===== src/rtl/gray_sync_pkg.sv =====
// Shared helpers for the Gray-pointer synchroniser: code conversions,
// multi-bit-change detection and the parameter limits.
package gray_sync_pkg;

    localparam int WIDTH_MAX    = 32;
    localparam int STAGES_MIN   = 2;
    localparam int STAGES_MAX   = 4;
    localparam int CHANNELS_MAX = 8;

    // Wide enough to count to STAGES_MAX+1
    localparam int WARM_W = 3;

    typedef logic [WIDTH_MAX-1:0] word_t;

    // Zero-extended inputs decode correctly: leading zero Gray bits give zero binary bits.
    function automatic word_t gray2bin(input word_t g);
        word_t b;
        b[WIDTH_MAX-1] = g[WIDTH_MAX-1];
        for (int i = WIDTH_MAX - 2; i >= 0; i--) begin
            b[i] = g[i] ^ b[i+1];
        end
        return b;
    endfunction

    function automatic word_t bin2gray(input word_t b);
        return b ^ (b >> 1);
    endfunction

    // True when more than one bit of x is set
    function automatic logic popcount_gt1(input word_t x);
        return (x & (x - word_t'(1))) != '0;
    endfunction

endpackage


===== src/rtl/gray_ptr_sync_ch.sv =====
// One channel: synchroniser chain, Gray decode, delta/strobe generation
// and the sticky multi-bit-change flag.
module gray_ptr_sync_ch
    import gray_sync_pkg::*;
#(
    parameter int WIDTH  = 8,
    parameter int STAGES = 2
) (
    input  logic             clk,
    input  logic             rst_n,
    input  logic [WIDTH-1:0] gray_in,
    input  logic             warm,
    input  logic             err_clr,
    output logic [WIDTH-1:0] cnt_out,
    output logic [WIDTH-1:0] cnt_delta,
    output logic             cnt_vld,
    output logic             err_multi
);

    logic [WIDTH-1:0] sync_p [STAGES];
    logic [WIDTH-1:0] prev_gray;
    logic [WIDTH-1:0] decoded;
    logic [WIDTH-1:0] delta;
    logic             changed;
    logic             multi;

    always_comb begin
        decoded = WIDTH'(gray2bin(word_t'(sync_p[STAGES-1])));
        delta   = decoded - cnt_out;
        changed = decoded != cnt_out;
        multi   = popcount_gt1(word_t'(sync_p[STAGES-1] ^ prev_gray));
    end

    // sync_p[0] is the only flop fed from the foreign domain
    always_ff @(posedge clk) begin
        if (!rst_n) begin
            for (int s = 0; s < STAGES; s++) begin
                sync_p[s] <= '0;
            end
            prev_gray <= '0;
            cnt_out   <= '0;
            cnt_delta <= '0;
            cnt_vld   <= 1'b0;
            err_multi <= 1'b0;
        end else begin
            sync_p[0] <= gray_in;
            for (int s = 1; s < STAGES; s++) begin
                sync_p[s] <= sync_p[s-1];
            end
            prev_gray <= sync_p[STAGES-1];
            cnt_out   <= decoded;
            cnt_vld   <= changed && !warm;
            cnt_delta <= (changed && !warm) ? delta : '0;
            // A new error outranks a clear arriving on the same edge
            if (!warm) begin
                if (multi) begin
                    err_multi <= 1'b1;
                end else if (err_clr) begin
                    err_multi <= 1'b0;
                end
            end
        end
    end

endmodule


===== src/rtl/gray_ptr_sync.sv =====
// Multi-channel Gray-coded pointer synchroniser; owns the warm-up counter
// that masks strobes and errors while the chains fill after reset.
module gray_ptr_sync
    import gray_sync_pkg::*;
#(
    parameter int WIDTH    = 8,
    parameter int STAGES   = 2,
    parameter int CHANNELS = 1
) (
    input  logic                      clk,
    input  logic                      rst_n,
    input  logic [CHANNELS*WIDTH-1:0] gray_in,
    input  logic                      err_clr,
    output logic [CHANNELS*WIDTH-1:0] cnt_out,
    output logic [CHANNELS*WIDTH-1:0] cnt_delta,
    output logic [CHANNELS-1:0]       cnt_vld,
    output logic [CHANNELS-1:0]       err_multi
);

    localparam logic [WARM_W-1:0] WARM_LEN = WARM_W'(STAGES + 1);

    if (WIDTH < 2 || WIDTH > WIDTH_MAX || STAGES < STAGES_MIN || STAGES > STAGES_MAX ||
        CHANNELS < 1 || CHANNELS > CHANNELS_MAX) begin : g_bad_param
        $error("gray_ptr_sync: parameter out of range");
    end

    logic [WARM_W-1:0] warm_cnt;
    logic              warm;

    // Edges seen with warm_cnt = 0..STAGES are the warm-up window
    assign warm = warm_cnt != WARM_LEN;

    always_ff @(posedge clk) begin
        if (!rst_n) begin
            warm_cnt <= '0;
        end else if (warm) begin
            warm_cnt <= warm_cnt + WARM_W'(1);
        end
    end

    for (genvar c = 0; c < CHANNELS; c++) begin : g_ch
        gray_ptr_sync_ch #(
            .WIDTH  (WIDTH),
            .STAGES (STAGES)
        ) u_ch (
            .clk       (clk),
            .rst_n     (rst_n),
            .gray_in   (gray_in[c*WIDTH +: WIDTH]),
            .warm      (warm),
            .err_clr   (err_clr),
            .cnt_out   (cnt_out[c*WIDTH +: WIDTH]),
            .cnt_delta (cnt_delta[c*WIDTH +: WIDTH]),
            .cnt_vld   (cnt_vld[c]),
            .err_multi (err_multi[c])
        );
    end

endmodule


===== config.mk =====
export PLATFORM = sky130hd
export DESIGN_NAME = gray_ptr_sync
export DESIGN_NICKNAME = d
export VERILOG_FILES = /design/src/rtl/gray_sync_pkg.sv /design/src/rtl/gray_ptr_sync_ch.sv /design/src/rtl/gray_ptr_sync.sv
export SDC_FILE = /design/constraint.sdc
export NUM_CORES = 1
export LEC_CHECK = 0
export CORE_MARGIN = 2
export CORE_UTILIZATION = 40
export CTS_BUF_LIST = sky130_fd_sc_hd__clkbuf_16
export CTS_CLUSTER_SIZE = 30
export DETAILED_ROUTE_END_ITERATION = 8
export PLACE_DENSITY = 0.58
export SYNTH_ARGS = -nofsm -noshare
export SYNTH_HDL_FRONTEND = slang
export SYNTH_SLANG_ARGS = --single-unit

===== constraint.sdc =====
create_clock -name clk -period 7.65 [get_ports clk]
set_input_delay 2.295 -clock clk [delete_from_list [all_inputs] [get_ports clk]]
set_output_delay 2.295 -clock clk [all_outputs]
set_load 0.01 [all_outputs]

Yosys cells after proc, flatten, opt, wreduce, memory -nomap -nowiden
Memories as Yosys holds them, arrays and structs flattened. Index checks and enable logic that the tools add are counted.

Word-level logic and storage cells: 36. Bits in registers: 29. Output and inout bits: 18. Input port bits: 11. Memory bits (writable): 16. Memories: 1.

Memories: g_ch[0].u_ch.sync_p (words 2, bits a word 8, read ports 2, clocked after memory_dff 0, write ports 2, RTL line gray_ptr_sync_ch.sv:20) `logic [WIDTH-1:0] sync_p [STAGES];`.

Equal/unequal tests: 2. Bitwise gates (word level): 12. Reduce and logical (&&, ||, !) cells: 6. Add/subtract/negate cells: 3. Muxes and demuxes: 6.

Operator list (count): AND 32 bit (1); nonzero test 32 bit (1); subtractor 32 x 1 -> 32 bit, second input constant (1); two-way mux 8 bit (2); != test 8 bit (1); subtractor 8 bit (1); bitwise XOR 8 bit (1); bitwise XOR 1 bit (7); two-way mux 1 bit (4); AND reduction 2 bit (2); adder 3 x 1 -> 3 bit, second input constant (1); != test 3 x 2 -> 1 bit, second input constant (1); OR 1 bit (2); nonzero test 2 bit (1); logical AND 1 bit (1); logical NOT 1 bit (1); inverter 1 bit (1).

Longest topological paths before layout
Gate-level depths: netlist of the first run. An unclocked memory read counts as a cell.

Depth after elaboration: 11. Depth in mapped cells: 11. Mapped depth without buffers: 11.

Modules after synthesis
A second synthesis of the first run with hierarchy kept.

Cell total of the unflattened synthesis: 181. Area, all modules: 1876.8 um^2.

By module, submodules not included: gray_ptr_sync_ch (area each 1736.7 um^2, cells an instance 168, times used 1, seq. area each 820.8 um^2); gray_ptr_sync (area each 140.1 um^2, cells an instance 13, times used 1, seq. area each 60.1 um^2).

Least setup slack after synthesis of the first run
No wires, ideal clock.

Kind: input port to flip-flop. From: in rst_n. To: reg g_ch[0].u_ch.cnt_delta[4]. Library setup time: 0.078 ns. Path slack: 4.496 ns. Stages on the path: 5. Data arrival time: 3.076 ns. Path buffers: 2. Data required time: 7.572 ns. Cells stage by stage: buf_6 > nand2_1 > or2_2 > clkbuf_1 > nor3_1.

Cells in the longest elaborated chain, start to end: 1.

RTL lines: start: declaration (RTL line gray_ptr_sync.sv:11) `input logic rst_n,`; AND reduction 2 bit (no source line); end signal: assignment (RTL line gray_ptr_sync_ch.sv:53) `cnt_delta <= (changed && !warm) ? delta : '0;`; end: declaration (RTL line gray_ptr_sync_ch.sv:15) `output logic [WIDTH-1:0] cnt_delta,`.

No other way between the ends. A chain may end at the register's enable or synchronous reset.

Worst setup path in the final report of the first run
From: in rst_n. To: reg g_ch[0].u_ch.cnt_delta[2].

Same word-level chain as after synthesis.

==> impl_metrics.csv, run 1 <==
group,metric,value,unit
clock_tree,cts_repair_resize_count,0,
clock_tree,clock-root-buffer,"sky130_fd_sc_hd__clkbuf_16",
drt,met1_length,1280,um
drt,vias_per_cell,4.78,
grt,antenna_found_initial,0,
setup_path,critical_path_arrival,3.78,ns
setup_path,crit_buf_inv,2,
timing,grt_setup_unrepaired,"no",
clock_tree,cts_sinks,44,
yosys,postSynthNetCount,206,
yosys,ys_warn_count,0,
setup_path,critical_path.cell_chain,"clkdlybuf4s50_1 -> buf_4 -> nand2_1 -> or2_2 -> nor3_1",
floorplan,initial_core_util,42.5,%
min_path,hp-class,"flip-flop to flip-flop",
grt,grt_first_pass_wirelength,5330,um
yosys,yosys.area.top_type_share,46.7,%
finish,area_overhead_vs_synth,25.6,%
clock_tree,ctsHtreeMaxLevel,2,
finish,drive_gt1_share,8.84,%
grt,grt_overflow,0,
placement,numPortBuffers,28,
timing,maxSlewViolCount,0,
floorplan,std_cell_rows,24,
timing,min_period,3.58,ns
job,max_cap_viol_count,0,
setup_path,cpMaxStageDelayCell,"sky130_fd_sc_hd__clkdlybuf4s50_1",
drt,routedWlPerCell,11.5,um
timing,clock.fmax,279,MHz
drt,detailedRoute.firstIterationViolations,13,
timing,finalSetupViolations,0,
yosys,synth_sequential_area_ratio,46.7,%
placement,final_weighted_congestion_in_routability_driven_placement,0.765,
setup_path,max_stage_delay,0.45,ns
drt,drt_drc_violations_left,0,
power,static_leakage_power,1.00,nW
grt,grt_pass1_vias,1265,
setup_path,worst_path_class_setup,"input pin to flip-flop",
finish,finalNetCount,235,
finish,antenna-diode-count,0,
setup_path,worst_setup_path_end_kind,"flip-flop",
setup_path,timing.critical_path.from_type,"input pin",
drt,wirelength,3080,um
setup_path,critPathMaxFanout,37,
power,power_density,269,mW/mm^2
drt,wl_met3,144,um
clock_tree,post_cts_hold_buffer_count,0,
floorplan,core,0.00444,sq mm
power,irDropWorstVdd,144,uV
grt,grt_max_degree,38,
clock_tree,clock_insertion_delay_worst_skew,0.28,ns
floorplan,num_io_pins,29,
placement,dp_hpwl,2300,um
yosys,postSynthRegisterBits,44,
timing,clock-skew-final,0.00514,ns
floorplan,floorplan.die.height,72.7,um
yosys,post_synth_inst_count,185,
timing,worst_pin_slew,0.473,ns
drt,route.top_layer_used,"met4",
drt,drt_pass1_iterations,4,
clock_tree,cts-buffers-inserted,5,
timing,number_of_hold_violations_in_the_final_report,0,
power,pnr_total_power,0.637,mW
setup_path,cp_top_family,"simple AND/OR/NAND/NOR gates",
yosys,synth_area,0.00189,sq mm
timing,fin_crit_sh,46.8,%
floorplan,chip_width,72.7,um
yosys,yosys-top-cells-area,"sky130_fd_sc_hd__dfxtp_1, sky130_fd_sc_hd__and2_1, sky130_fd_sc_hd__ha_1",
setup_path,worst_endpoint_required_time,7.85,ns
yosys,yosysUniqueCellTypes,40,
clock_tree,cts.path.max_buffers,2,
drt,num_vias,1275,
timing,worst_slew_margin_rel,68.3,%
yosys,postSynthAreaPerCell,10.2,sq um
floorplan,dieArea,0.00529,sq mm
clock_tree,tritoncts_clock_tree,"done",
grt,grt_util_all_layers,13.1,%
timing,fin_tns_setup,0,ns
drt,wl_met2,1620,um
clock_tree,path_clk_slew,0.06,ns
status,run_status,"finished, final reports clean",
yosys,yosys.area.top_type,"sky130_fd_sc_hd__dfxtp_1",
drt,drt.antenna.violating_nets,0,
clock_tree,post_cts.repair.setup_buffers,0,
-- cells in the final DEF (no fill, tap or decap), types with 5 or more instances in the layout --
cell / netlist / final
sky130_fd_sc_hd__and2_1: 28 / 28
sky130_fd_sc_hd__clkdlybuf4s50_1: 0 / 28
sky130_fd_sc_hd__inv_1: 15 / 15
sky130_fd_sc_hd__nor2_1: 5 / 5
sky130_fd_sc_hd__ha_1: 9 / 9
sky130_fd_sc_hd__xor2_1: 7 / 7
sky130_fd_sc_hd__dfxtp_1: 44 / 44
sky130_fd_sc_hd__a21oi_1: 5 / 5
sky130_fd_sc_hd__clkbuf_16: 0 / 5
sky130_fd_sc_hd__nor2b_1: 5 / 5
sky130_fd_sc_hd__o21ai_0: 6 / 6
sky130_fd_sc_hd__xnor2_1: 5 / 5
sky130_fd_sc_hd__nor3_1: 11 / 11
-- logic make-up after synthesis --
group	count (synthesis)	share of synthesized area (%)
mux	3	1.59
fa+ha+maj	11	7.55
buf+inv	22	4.97
flops	44	46.7
xor+xnor	17	11.9
simple gates	68	20.9
compound gates	20	6.43
-- metal layers --
metal  vias to the layer above  GRT usage [%]
li1                        666              -
met2                        27           24.1
met3                         4           4.56
met4                         0           4.32
met1                       578           13.8
met5                         -              0
-- where the power goes --
group	switching, mW	total (mW)	leakage (nW)	internal (mW)
Clock	0.0843	0.238	0.0814	0.153
Combinational	0.0733	0.146	0.560	0.0727
Sequential	0.00854	0.253	0.361	0.245
-- cell usage after synthesis (all sizes together) --
cell     instances
a211oi           1
a21boi           1
a21o             1
a21oi            5
a31oi            1
and2            32
and3             1
buf              2
clkbuf           5
dfxtp           44
fa               1
ha               9
inv             15
maj3             1
mux2i            3
nand2            4
nand3            3
nand4            1
nor2             5
nor2b            6
nor3            11
nor4             1
o2111ai          1
o211ai           1
o21a             2
o21ai            6
o22ai            1
or2              1
or3              2
or4              1
xnor2            7
xnor3            1
xor2             8
xor3             1
-- path summary, 6_finish.rpt --
path / startpoint / slack, ns / cells past startpoint / to
max: rst_n / 4.07 / 5 / g_ch[0].u_ch.cnt_delta[2]
max reg2reg: g_ch[0].u_ch.sync_p[0][15] / 4.49 / 11 / g_ch[0].u_ch.cnt_delta[6]
min reg2reg: g_ch[0].u_ch.sync_p[0][5] / 0.43 / 1 / g_ch[0].u_ch.sync_p[0][13]
min: g_ch[0].u_ch.sync_p[0][5] / 0.43 / 1 / g_ch[0].u_ch.sync_p[0][13]
-- sequential cells by signal, summed over array words and instances (netlist names) --
signal               flops
warm_cnt                 3
g_ch.u_ch.cnt_delta      8
g_ch.u_ch.cnt_out        7
g_ch.u_ch.cnt_vld        1
g_ch.u_ch.prev_gray      8
g_ch.u_ch.sync_p        16
g_ch.u_ch.err_multi      1
-- stage by stage --
stage,util [%],cell area [sq um],hold slack [ns],setup WS [ns],std cells
4_1_cts,53.4,2370,0.436,4.06,267
5_1_grt,53.4,2370,0.454,3.94,267
3_3_place_gp,49.6,2200,0.416,3.83,259
6_report,53.4,2370,0.431,4.07,267
3_5_place_dp,49.6,2200,0.421,3.78,259
2_1_floorplan,-,1890,0.412,4.50,185
-- worst register-to-register path: cells and delay by family (launching register included) --
family | cells | cell delay, ns
XOR/XNOR | 4 | 1.20
adder cells (fa/ha/maj) | 2 | 0.61
AO/OA/AOI/OAI | 3 | 0.46
flip-flops | 1 | 0.39
multiplexers | 1 | 0.22
AND/OR/NAND/NOR | 1 | 0.16
-- area by class of cell --
class                           instances  area [sq um]
Fill cell                             405          2070
Multi-Input combinational cell        119           913
Sequential cell                        44           881
Timing Repair Buffer                   29           288
Clock buffer                            5           125
Tap cell                               52          65.1
Inverter                               15          56.3
Clock inverter                          3          42.5
No activity file was read; power rests on OpenSTA's default activity.
==> run 2: changes to the inputs <==
- PLACE_DENSITY: 0.58 -> 0.61
- clock period: 7.65 -> 2.9 ns (I/O delays scaled with it)
==> run 2 against run 1 <==
Effect of this change:
- clock power rose to 2.6 times the previous value
- register-to-register slack got worse by 4.4 ns
- worst hold slack got worse by 0.0013 ns
- die area did not move
- utilization rose by 1.6 points
- combinational power rose to 3.0 times the previous value
- global-route usage rose by 0.83 points
- sequential power rose to 2.6 times the previous value
- cell count rose by 3.0%
==> impl_metrics.csv, run 2 (synthesized netlist as in run 1, its figures left out) <==
group,metric,value,unit
min_path,hp-class,"flip-flop to flip-flop",
timing,grt_setup_unrepaired,"no",
clock_tree,clock_insertion_delay_worst_skew,0.28,ns
grt,antenna_found_initial,0,
finish,finalNetCount,243,
finish,drive_gt1_share,14.3,%
floorplan,chip_width,72.7,um
placement,numPortBuffers,28,
finish,fillers,400,
power,irDropWorstVdd,328,uV
timing,hold-worst-slack,0.430,ns
drt,detailedRoute.firstIterationViolations,91,
finish,largest-register,"g_ch.u_ch.sync_p",
finish,antenna-diode-count,0,
timing,clock-skew-final,0.00565,ns
finish,final_core_util,54.9,%
timing,worst_pin_slew,0.625,ns
drt,drt_drc_violations_left,0,
clock_tree,path_clk_slew,0.06,ns
power,pnr_total_power,1.72,mW
finish,multiInputGateArea,922,sq um
clock_tree,clock-root-buffer,"sky130_fd_sc_hd__clkbuf_16",
placement,dp_worst_setup_slack,-0.0142,ns
setup_path,critical_path_arrival,2.93,ns
finish,flip_flop_and_latch_area,886,sq um
floorplan,floorplan.die.height,72.7,um
floorplan,std_cell_rows,24,
timing,min_period,2.76,ns
finish,largest_reg_flops,16,
drt,vias_per_cell,4.91,
setup_path,critPathMaxFanout,3,
drt,wirelength,3370,um
finish,top_regs,"g_ch.u_ch.sync_p (16), g_ch.u_ch.cnt_delta (8), g_ch.u_ch.prev_gray (8)",
status,run_status,"finished, final reports clean",
timing,worst_slew_margin_rel,58.2,%
placement,numPlacedInstances,265,
setup_path,worst_setup_path_end_kind,"flip-flop",
clock_tree,cts-buffers-inserted,5,
min_path,whs_path_depth,1,
drt,num_vias,1349,
setup_path,timing.reg2reg.worst_path_depth,11,
drt,drt.antenna.violating_nets,0,
placement,dp_hpwl,2450,um
timing,number_of_hold_violations_in_the_final_report,0,
grt,grt_pass1_vias,1313,
finish,final_common_cell,"sky130_fd_sc_hd__dfxtp_1",
power,static_leakage_power,1.05,nW
timing,fin_tns_setup,0,ns
setup_path,worst_path_class_setup,"flip-flop to flip-flop",
clock_tree,cts.path.max_buffers,2,
power,clock_power_share,36.0,%
placement,final_weighted_congestion_in_routability_driven_placement,0.840,
floorplan,core,0.00444,sq mm
timing,finalSetupViolations,0,
finish,final_cell_count_no_fill,275,
finish,design_area,0.00244,sq mm
power,internal_power,1.27,mW
setup_path,worst_endpoint_required_time,3.06,ns
power,netSwitchingPower,0.448,mW
job,max_cap_viol_count,0,
grt,grt_overflow,0,
power,share_comb_of_total_power,25.1,%
power,sequentialPowerShare,38.8,%
finish,layout.cells.most_common_list,"sky130_fd_sc_hd__dfxtp_1, sky130_fd_sc_hd__and2_1, sky130_fd_sc_hd__clkdlybuf4s50_1",
timing,maxSlewViolCount,0,
clock_tree,post_cts_hold_buffer_count,0,
finish,area_overhead_vs_synth,29.3,%
power,swShare,26.0,%
placement,placed_area,0.00225,sq mm
drt,routedWlPerCell,12.2,um
grt,grt_first_pass_wirelength,5580,um
drt,drt_pass1_iterations,4,
clock_tree,ctsHtreeMaxLevel,2,
floorplan,num_io_pins,29,
timing,fin_crit_sh,95.3,%
floorplan,dieArea,0.00529,sq mm
clock_tree,cts_sinks,44,
timing,clock.fmax,362,MHz
setup_path,timing.critical_path.from_type,"flip-flop",
floorplan,initial_core_util,42.5,%
grt,grt_max_degree,37,
timing,postLayoutSetupSlackWorst,0.135,ns
clock_tree,tritoncts_clock_tree,"done",
grt,grt_util_all_layers,13.9,%
power,power_density,705,mW/mm^2
==> run 2: worst max-delay path: stages, from the launching register on <==
cell and delay, ns:
sky130_fd_sc_hd__dfxtp_2 0.34, sky130_fd_sc_hd__xor3_2 0.50, sky130_fd_sc_hd__xnor2_4 0.25, sky130_fd_sc_hd__xor2_4 0.19
sky130_fd_sc_hd__xnor2_2 0.08, sky130_fd_sc_hd__ha_1 0.21, sky130_fd_sc_hd__fa_2 0.36, sky130_fd_sc_hd__nor2b_2 0.14
sky130_fd_sc_hd__o21ai_1 0.10, sky130_fd_sc_hd__a21oi_2 0.19, sky130_fd_sc_hd__mux2i_1 0.20, sky130_fd_sc_hd__a21oi_1 0.08
==> run 2: per-layer routing <==
metal	wire length [um]	up-vias	global-route usage (%)
met2	1720	42	24.8
li1	-	675	-
met3	212	5	5.11
met5	0	-	0
met4	47	0	5.97
met1	1390	627	14.6
==> run 2: path summary, 6_finish.rpt <==
check,startpoint,endpoint,slack (ns)
worst min register to register,g_ch[0].u_ch.sync_p[0][0],g_ch[0].u_ch.sync_p[0][8],0.43
worst min-delay path,g_ch[0].u_ch.sync_p[0][0],g_ch[0].u_ch.sync_p[0][8],0.43
worst max register to register,g_ch[0].u_ch.sync_p[0][13],g_ch[0].u_ch.cnt_delta[6],0.14
worst max-delay path,g_ch[0].u_ch.sync_p[0][13],g_ch[0].u_ch.cnt_delta[6],0.14
==> run 2: cell type report <==
class / count / share of cell area, %
multi-input cells: 119 / 37.8
flip-flops and latches: 44 / 36.3
repair buffers: 37 / 14.2
clock buffers: 5 / 5.13
well taps: 52 / 2.67
inverters: 15 / 2.31
clock inverters: 3 / 1.59
==> run 2: power by group through the flow <==
stage	logic (mW)	registers (mW)	clock network, mW
5_1_grt	0.474	0.674	0.665
2_1_floorplan	0.266	0.688	0
3_3_place_gp	0.394	0.681	0
3_5_place_dp	0.408	0.682	0
4_1_cts	0.423	0.669	0.635
6_report	0.432	0.668	0.620
==> run 2: what timing repair did <==
action                     in CTS  in global routing
pin swaps                       3                  4
hold endpoints to repair        0                  0
cloned                          0                  0
resized for setup               2                  5
buffers inserted                2                  0
setup endpoints to repair       1                  2
==> run 3: changes to the inputs <==
- ABC_AREA: unset -> 1
- CORE_UTILIZATION: 40 -> 45
- PLACE_DENSITY: 0.61 -> 0.67
==> run 3 against run 2 <==
Effect of this change:
- clock power grew 2%
- first-iteration DRC count shrank 53%
- critical path type unchanged
- register-to-register slack better by 0.05 ns
- synthesized area rose by 3.8%
- clock skew fell by 0.00085 ns
- global-route usage down 0.44 points
- non-clock buffer count is 6 lower
- via count increased by 9.9%
==> impl_metrics.csv, run 3 <==
group,metric,value,unit
status,run_status,"finished, final reports clean",
clock_tree,cts-buffers-inserted,5,
min_path,hp-class,"flip-flop to flip-flop",
finish,drive_gt1_share,12.5,%
yosys,synthFlopType,"sky130_fd_sc_hd__dfxtp_1",
drt,num_vias,1482,
finish,final_common_cell,"sky130_fd_sc_hd__inv_1",
clock_tree,clock_insertion_delay_worst_skew,0.29,ns
power,pnr_total_power,1.59,mW
grt,grt_pass1_vias,1235,
timing,worst_pin_slew,0.395,ns
finish,largest-register,"g_ch.u_ch.sync_p",
yosys,yosysUniqueCellTypes,26,
drt,drt_drc_violations_left,0,
yosys,postSynthRegisterBits,44,
yosys,postSynthNetCount,267,
timing,clock-skew-final,0.00480,ns
clock_tree,cts.path.max_buffers,2,
placement,final_weighted_congestion_in_routability_driven_placement,0.733,
yosys,yosys.area.top_type_share,44.9,%
floorplan,chip_width,70.0,um
finish,design_area,0.00248,sq mm
yosys,ys_warn_count,0,
grt,grt_util_all_layers,13.5,%
setup_path,timing.critical_path.from_type,"flip-flop",
floorplan,initial_core_util,46.0,%
setup_path,timing.critical_path.mode_cell,"sky130_fd_sc_hd__nand2_1",
clock_tree,clock-root-buffer,"sky130_fd_sc_hd__clkbuf_16",
yosys,yosys-top-cells-area,"sky130_fd_sc_hd__dfxtp_1, sky130_fd_sc_hd__inv_1, sky130_fd_sc_hd__nand2_1",
timing,fin_tns_setup,0,ns
drt,detailedRoute.firstIterationViolations,43,
finish,finalNetCount,301,
yosys,postSynthAreaPerCell,7.97,sq um
clock_tree,path_clk_slew,0.06,ns
timing,finalSetupViolations,0,
clock_tree,cts_sinks,44,
placement,dp_hpwl,2360,um
placement,numPortBuffers,28,
job,max_cap_viol_count,0,
drt,drt_pass1_iterations,4,
yosys,async_reset_ff_share,0,%
timing,maxSlewViolCount,0,
floorplan,num_io_pins,29,
finish,area_overhead_vs_synth,26.4,%
yosys,yosysMostFrequentCell,"sky130_fd_sc_hd__inv_1",
floorplan,std_cell_rows,24,
grt,grt_max_degree,16,
timing,grt_setup_unrepaired,"no",
floorplan,core,0.00426,sq mm
yosys,synth_commonest_cells,"sky130_fd_sc_hd__inv_1, sky130_fd_sc_hd__nand2_1, sky130_fd_sc_hd__dfxtp_1",
setup_path,max_stage_delay,0.42,ns
grt,antenna_found_initial,0,
grt,grt_first_pass_wirelength,5260,um
timing,clock.fmax,369,MHz
setup_path,critical_path_arrival,2.89,ns
finish,final_core_util,58.1,%
finish,top_regs,"g_ch.u_ch.sync_p (16), g_ch.u_ch.cnt_delta (8), g_ch.u_ch.prev_gray (8)",
power,irDropWorstVdd,331,uV
clock_tree,tritoncts_clock_tree,"done",
floorplan,dieArea,0.00490,sq mm
setup_path,worst_path_class_setup,"flip-flop to flip-flop",
setup_path,critical_path.cell_chain,"nand2_1 -> nand3_2 -> nand2_2 -> nand2_4 -> nand2_4 -> nand2_2 -> nand3_4 -> nand2_4 -> nand2_1 -> nand3_2 -> nand2_2 -> ha_1 -> fa_1 -> inv_1 -> nand3_1 -> nand2_1 -> nand2_1 -> nand2_1 -> a21oi_1 -> o21ai_0 -> a21oi_1",
timing,fin_crit_sh,93.5,%
setup_path,worst_endpoint_required_time,3.08,ns
drt,wirelength,3140,um
drt,vias_per_cell,4.45,
finish,antenna-diode-count,0,
setup_path,critPathMaxFanout,5,
setup_path,crit_buf_inv,1,
power,power_density,642,mW/mm^2
timing,min_period,2.71,ns
yosys,synth_edf_count,0,
setup_path,cpMaxStageDelayCell,"sky130_fd_sc_hd__fa_1",
drt,routedWlPerCell,9.42,um
drt,drt.antenna.violating_nets,0,
setup_path,cp_top_family,"simple AND/OR/NAND/NOR gates",
yosys,yosys.area.top_type,"sky130_fd_sc_hd__dfxtp_1",
finish,layout.cells.most_common_list,"sky130_fd_sc_hd__inv_1, sky130_fd_sc_hd__nand2_1, sky130_fd_sc_hd__dfxtp_1",
clock_tree,ctsHtreeMaxLevel,2,
setup_path,worst_setup_path_end_kind,"flip-flop",
power,static_leakage_power,1.28,nW
finish,largest_reg_flops,16,
placement,placed_area,0.00230,sq mm
floorplan,floorplan.die.height,70.0,um
yosys,synth_sequential_area_ratio,44.9,%
yosys,post_synth_inst_count,246,
grt,grt_overflow,0,
timing,worst_slew_margin_rel,73.6,%
yosys,synth_area,0.00196,sq mm
timing,number_of_hold_violations_in_the_final_report,0,
==> run 3: cell count changes after synthesis, moves of 4 or more <==
cell	change
sky130_fd_sc_hd__and2_1	-28
sky130_fd_sc_hd__nor2_1	+12
sky130_fd_sc_hd__inv_1	+40
sky130_fd_sc_hd__nor3_1	-11
sky130_fd_sc_hd__nor2b_1	-5
sky130_fd_sc_hd__a21oi_1	+6
sky130_fd_sc_hd__nand3_2	+8
sky130_fd_sc_hd__and2_2	-4
sky130_fd_sc_hd__nand2_1	+46
sky130_fd_sc_hd__nand3_1	+4
sky130_fd_sc_hd__nand2_2	+7
==> run 3: metal layers <==
metal / routed length (um) / GRT usage [%] / vias up / part of all wire [%]
li1: - / - / 804 / -
met1: 1420 / 15.7 / 643 / 45
met2: 1520 / 22.3 / 28 / 48
met3: 138 / 4.76 / 7 / 4.4
met4: 59 / 5.77 / 0 / 1.9
met5: 0 / 0 / - / 0
==> run 3: power by group <==
group,leakage [nW],switching [mW],total [mW],internal (mW)
Sequential,0.362,0.0215,0.664,0.643
Combinational,0.843,0.163,0.295,0.132
Clock,0.0798,0.229,0.633,0.404
Total,1.28,0.413,1.59,1.18
==> run 3: cell families (layout without fill, tap and decap cells) <==
kind of cell,after synthesis,in the layout,share of synthesized area [%]
AOI/OAI and AO/OA,23,23,6.32
adders and majority gates,10,10,6.76
buffers and inverters,61,96,11.9
xor gates and xnor gates,9,9,4.02
DFF,44,44,44.9
and+or+nand+nor,99,99,26.1
==> run 3: area by class of cell <==
class                   count  area (sq um)
fillers                   393          1790
flip-flops and latches     44           882
multi-input cells         141           847
repair buffers             31           303
inverters                  57           214
clock buffers               5           125
well taps                  52          65.1
clock inverters             3          42.5
==> run 3: worst paths after layout <==
| kind | startpoint | endpoint | slack [ns] | depth (start not counted) |
|---|---|---|---|---|
| worst max-delay path | g_ch[0].u_ch.sync_p[0][15] | g_ch[0].u_ch.cnt_delta[6] | 0.19 | 21 |
| worst min-delay path | g_ch[0].u_ch.sync_p[0][1] | g_ch[0].u_ch.sync_p[0][9] | 0.41 | 2 |
| worst max register to register | g_ch[0].u_ch.sync_p[0][15] | g_ch[0].u_ch.cnt_delta[6] | 0.19 | 21 |
| worst min register to register | g_ch[0].u_ch.sync_p[0][1] | g_ch[0].u_ch.sync_p[0][9] | 0.41 | 2 |
==> run 3: repair_timing <==
action                                 4_1_cts  5_1_grt
hold buffers                                 0        0
setup buffers                                0        1
resized for setup                            0        1
setup endpoints to repair                    0        2
endpoints found under the hold margin        0        0
==> run 3: stage by stage <==
| step | cells | worst slack [ns] | hold slack (ns) |
|---|---|---|---|
| after floorplan | 246 | 0.444 | 0.390 |
| after global placement | 324 | 0.305 | 0.392 |
| after global routing | 333 | 0.0104 | 0.424 |
| after CTS | 332 | 0.194 | 0.412 |
| after detailed placement | 324 | 0.219 | 0.398 |
| final | 333 | 0.190 | 0.409 |
==> run 3: worst min-delay path: stages (launching register included) <==
cell                      delay [ns]
sky130_fd_sc_hd__dfxtp_1        0.30
sky130_fd_sc_hd__nand2_1        0.04
sky130_fd_sc_hd__inv_1          0.04
